File: config.mk
export PLATFORM = sky130hd
export DESIGN_NAME = down_timer
export DESIGN_NICKNAME = d
export VERILOG_FILES = /design/src/rtl/timer_pkg.sv /design/src/rtl/prescale_tick.sv /design/src/rtl/down_timer.sv
export SDC_FILE = /design/constraint.sdc
export NUM_CORES = 1
export LEC_CHECK = 0
export CORE_MARGIN = 2
export CORE_UTILIZATION = 42
export DETAILED_ROUTE_END_ITERATION = 8
export GPL_ROUTABILITY_DRIVEN = 0
export PLACE_DENSITY = 0.69
export SYNTH_ARGS = -nofsm -noshare
export SYNTH_HDL_FRONTEND = slang
export SYNTH_SLANG_ARGS = --single-unit
File: constraint.sdc
create_clock -name clk -period 5.67 [get_ports clk]
set_clock_uncertainty 0.2 [all_clocks]
set_input_delay 0.8505 -clock clk [delete_from_list [all_inputs] [get_ports clk]]
set_output_delay 0.8505 -clock clk [all_outputs]
set_load 0.005 [all_outputs]
File: src/rtl/timer_pkg.sv
// Shared definitions for the down_timer block.
//   state_e         : 2-bit FSM encoding (IDLE=0, RUN=1, PAUSE=2, DONE=3)
//   DEF_WIDTH       : default count width
//   DEF_PRESCALE_W  : default prescale field width
package timer_pkg;

    typedef enum logic [1:0] {
        ST_IDLE  = 2'd0,
        ST_RUN   = 2'd1,
        ST_PAUSE = 2'd2,
        ST_DONE  = 2'd3
    } state_e;

    localparam int DEF_WIDTH      = 4;
    localparam int DEF_PRESCALE_W = 4;

endpackage

File: src/rtl/prescale_tick.sv
// Prescaler for down_timer: emits a tick every prescale+1 enabled cycles.
//   clk      : clock, rising edge
//   rstn     : async active-low reset
//   en       : advance the prescaler this cycle (counter holds when low)
//   clr      : synchronous clear to 0, overrides en
//   prescale : terminal value of the prescaler
//   tick     : combinational, high in the enabled cycle where the count
//              has reached prescale
module prescale_tick import timer_pkg::*; #(
    parameter int PRESCALE_W = DEF_PRESCALE_W
) (
    input  logic                  clk,
    input  logic                  rstn,
    input  logic                  en,
    input  logic                  clr,
    input  logic [PRESCALE_W-1:0] prescale,
    output logic                  tick
);

    logic [PRESCALE_W-1:0] cnt_q, cnt_d;

    // >= rather than == so that lowering prescale below the current count
    // mid-run produces a tick instead of a long wrap-around.
    assign tick = en && (cnt_q >= prescale);

    always_comb begin
        cnt_d = cnt_q;
        if (clr)
            cnt_d = '0;
        else if (en)
            cnt_d = tick ? '0 : cnt_q + PRESCALE_W'(1);
    end

    always_ff @(posedge clk or negedge rstn) begin
        if (!rstn)
            cnt_q <= '0;
        else
            cnt_q <= cnt_d;
    end

endmodule

File: src/rtl/down_timer.sv
// Programmable down-counting timer with prescaler, pause and
// one-shot / periodic (auto-reload) modes.
//   clk         : clock, rising edge
//   rstn        : async active-low reset
//   load        : load load_val into count and reload register (top priority)
//   load_val    : value to load
//   start       : start / resume counting
//   stop        : pause counting (wins over start)
//   auto_reload : 1 = periodic, 0 = one-shot
//   prescale    : tick every prescale+1 cycles
//   out         : registered current count
//   tc          : registered one-cycle terminal-count pulse (with out==0)
//   busy        : state is RUN
//   done        : state is DONE
module down_timer import timer_pkg::*; #(
    parameter int WIDTH      = DEF_WIDTH,
    parameter int PRESCALE_W = DEF_PRESCALE_W
) (
    input  logic                  clk,
    input  logic                  rstn,
    input  logic                  load,
    input  logic [WIDTH-1:0]      load_val,
    input  logic                  start,
    input  logic                  stop,
    input  logic                  auto_reload,
    input  logic [PRESCALE_W-1:0] prescale,
    output logic [WIDTH-1:0]      out,
    output logic                  tc,
    output logic                  busy,
    output logic                  done
);

    state_e           state_q, state_d;
    logic [WIDTH-1:0] out_q, out_d;
    logic [WIDTH-1:0] reload_q, reload_d;
    logic             tc_q, tc_d;

    logic tick;
    logic ps_en;
    logic ps_clr;
    logic restart;

    // Restart from DONE reloads the count; a simultaneous stop cancels it.
    assign restart = (state_q == ST_DONE) && start && !stop;

    // Prescaler only advances while actually running; stop and load freeze it
    // for that cycle so a pause holds its phase.
    assign ps_en  = (state_q == ST_RUN) && !load && !stop;
    assign ps_clr = load || restart;

    prescale_tick #(
        .PRESCALE_W (PRESCALE_W)
    ) u_prescale (
        .clk      (clk),
        .rstn     (rstn),
        .en       (ps_en),
        .clr      (ps_clr),
        .prescale (prescale),
        .tick     (tick)
    );

    // ---------------- FSM: state register ----------------
    always_ff @(posedge clk or negedge rstn) begin
        if (!rstn)
            state_q <= ST_IDLE;
        else
            state_q <= state_d;
    end

    // ---------------- FSM: next state ----------------
    always_comb begin
        state_d = state_q;
        if (load) begin
            state_d = ST_IDLE;
        end else if (stop) begin
            if (state_q == ST_RUN)
                state_d = ST_PAUSE;
        end else begin
            case (state_q)
                ST_IDLE:  if (start && (out_q != '0)) state_d = ST_RUN;
                ST_RUN:   if (tick && (out_q == WIDTH'(1)) && !auto_reload)
                              state_d = ST_DONE;
                ST_PAUSE: if (start) state_d = ST_RUN;
                ST_DONE:  if (start) state_d = ST_RUN;
                default:  state_d = ST_IDLE;
            endcase
        end
    end

    // ---------------- FSM: outputs ----------------
    always_comb begin
        busy = (state_q == ST_RUN);
        done = (state_q == ST_DONE);
    end

    // ---------------- count datapath ----------------
    // tick already implies RUN with no load/stop this cycle.
    always_comb begin
        out_d    = out_q;
        reload_d = reload_q;
        tc_d     = 1'b0;
        if (load) begin
            out_d    = load_val;
            reload_d = load_val;
        end else if (restart) begin
            out_d = reload_q;
        end else if (tick) begin
            if (out_q == '0) begin
                // Only reachable in periodic mode: the tick after terminal
                // count reloads, giving a period of reload+1 ticks.
                out_d = reload_q;
            end else if (out_q == WIDTH'(1)) begin
                out_d = '0;
                tc_d  = 1'b1;
            end else begin
                out_d = out_q - WIDTH'(1);
            end
        end
    end

    always_ff @(posedge clk or negedge rstn) begin
        if (!rstn) begin
            out_q    <= '0;
            reload_q <= '0;
            tc_q     <= 1'b0;
        end else begin
            out_q    <= out_d;
            reload_q <= reload_d;
            tc_q     <= tc_d;
        end
    end

    assign out = out_q;
    assign tc  = tc_q;

endmodule

==> out/results.ini <==
[die]
start_util_pct=43.25
die_x_um=51.27
dieHeight_um=51.27
die-area_sq_um=2629
ioPinCount=21
rows=17
core-area_sq_um=2170

[clock_tree]
cts_buffer_depth=2
clk_pin_slew_worst_paths_ns=0.10
postCtsSetupRepairBufs=0
htreeDepth=1
clock-root-buffer=clkbuf_4
hold_buffers=0
cts_tree=yes
cts_made_buffers=3
ctsResizeCount=0
clock_latency_ns=0.28
clock-sinks=15

[finish]
antenna_cells=0
nFillCells=201
fin_util_pct=54.84
syn_to_final_growth_pct=26.80
drive_gt1_share_pct=7.759
num-nets-final=139
fin_area_sq_um=1190

[worst_setup_path]
cp-start-kind=primary input
path_max_fanout=12
critPathArrivalTime_ns=3.30
required_ns=5.64
cpMaxStageDelayCell=a221oi_2
max_stage_delay_ns=0.72
critPathKind=in -> reg
crit_chain=clkdlybuf4s50_1, inv_1, ha_1, a21oi_1, o21ai_0, a221oi_2, a221o_1, mux2_1
end_kind=flop

[min_path]
min_path_type=reg -> reg

[timing]
period_needed_ns=3.326
max-slew-margin-rel_pct=47.92
post-route-period-util_pct=58.67
fmax_mhz=300.6
tightest_slew_ns=0.7812
layout_setup_ws_ns=2.344
hold_viol_final=0
finalSetupTns_ns=0
rsz0062_at_grt=false
slew_viol_final=0
hold_slack_ns=0.3378
setup_viol=0

[grt]
grt.overflow.total=0
antenna_found_initial=0
grt_max_degree=21
grtUsageTotal_pct=15.80
grt_pass1_vias=723
grt_first_pass_wirelength_um=3098

[route]
wire_per_inst_um=12.42
first_iter_violations=17
dr.pass1.iters=4
wl_um=1789
remaining_drc_errors=0
viasPerCell=5.215
vias=751
antenna_left=0

[power]
p_seq_share_pct=43.7
pwr-share-comb_pct=36.8
p_sw_share_pct=33.75
vdd_drop_max_mv=0.2078
cellLeakagePower_nw=0.5391
p_switching_mw=0.1078
p_per_area_nw_per_um2=268.5
pwr-share-clk_pct=19.5
p_int_mw=0.2117

[synthesis]
yosysTopAreaCellShare_pct=40.00
yosys.area.top_type=dfrtp_1
netlist_area_sq_um=938.4
synth_edf_count=0
ys_seq_area_share_pct=40.00
synth_most_common_cell=dfrtp_1
synth_area_per_cell_sq_um=9.878
yosys_warnings=0
syn_inst=95
synth.area.top_cells=dfrtp_1, ha_1, nor2b_1
synth_commonest_cells=dfrtp_1, inv_1, ha_1
syn_nets=117
ys.flop_type=dfrtp_1
async_reset_ff_share_pct=100.0
synth.distinct_cells=33
ys_ff_latch=15

[job]
cap_violations=0

[placed_design]
dp_hpwl_um=1341
place_area_sq_um=1162
portBuffers=20
pre_cts_ws_ns=2.047

[outcome]
status=completed

[cells by family after synthesis]
family                     after synthesis  synth area share [%]
xor gates and xnor gates                 2                 1.867
DFF                                     15                 40.00
adders and majority gates                8                 10.67
muxes                                    3                 3.467
AOI/OAI and AO/OA                       22                 17.87
buffers and inverters                   12                 4.800
and+or+nand+nor                         33                 21.34
[critical path, delay by kind of cell]
| kind | cells | cell delay (ns) |
|---|---|---|
| buffers and inverters | 2 | 0.49 |
| adder cells (fa/ha/maj) | 1 | 0.30 |
| multiplexers | 1 | 0.32 |
| AO/OA/AOI/OAI | 4 | 1.32 |
[power by group through the flow]
stage	Sequential (mW)	Clock (mW)	Combinational, mW
2_1_floorplan	0.139	0	0.0675
3_3_place_gp	0.141	0	0.117
3_5_place_dp	0.142	0	0.117
4_1_cts	0.140	0.0632	0.118
5_1_grt	0.143	0.0673	0.132
6_report	0.140	0.0623	0.118
[sequential cells by signal, summed over array words and instances (netlist names)]
register and flops:
state_q 2, u_prescale.cnt_q 4, tc 1, reload_q 4, out 4
[per-stage QoR]
stage	cells	total power, mW
3_3_place_gp	140	0.2583
5_1_grt	144	0.3425
4_1_cts	144	0.3215
2_1_floorplan	95	0.2062
6_report	144	0.3195
3_5_place_dp	140	0.2590
[final timing paths]
check | slack, ns | cells after the start | from | to
max reg2reg | 2.92 | 7 | u_prescale.cnt_q[0]$_DFFE_PN0P_ | state_q[1]$_DFFE_PN0P_
max | 2.34 | 8 | prescale[3] | state_q[1]$_DFFE_PN0P_
min | 0.34 | 1 | reload_q[1]$_DFFE_PN0P_ | reload_q[1]$_DFFE_PN0P_
min in group asynchronous | 0.77 | 1 | rstn | tc$_DFF_PN0_
max in group asynchronous | 4.06 | 1 | rstn | reload_q[2]$_DFFE_PN0P_
min reg2reg | 0.34 | 1 | reload_q[1]$_DFFE_PN0P_ | reload_q[1]$_DFFE_PN0P_
[final cells by class]
cell class	instances	area, sq um	area share (%)
clock inverter	1	5.005	0.4206
clock buffer	3	22.52	1.893
sequential	15	375.4	31.55
timing repair buffer	20	200.2	16.82
multi-input combinational	68	518.0	43.53
inverter	9	33.78	2.839
tap	28	35.03	2.944
[layer usage]
layer	wire length, um	global-route usage (%)	vias to the layer above
met5	0	0	-
met4	26	7.895	0
met3	61	2.632	2
met2	863	25.32	13
met1	837	20.56	352
li1	-	-	384
[cells in the final DEF, fill, tap and decap left out, types with 2 or more instances in the layout]
cell type	n
xnor2_1	2
clkdlybuf4s50_1	20
nand2_1	7
o21ai_0	5
or3b_2	2
nor2_1	7
a222oi_1	3
inv_1	9
ha_1	8
and2_1	3
dfrtp_1	15
a21oi_1	2
nor2b_1	6
clkbuf_4	3
nor3b_1	2
a21o_1	3
Note: power is estimated with default switching activity, not from simulation.
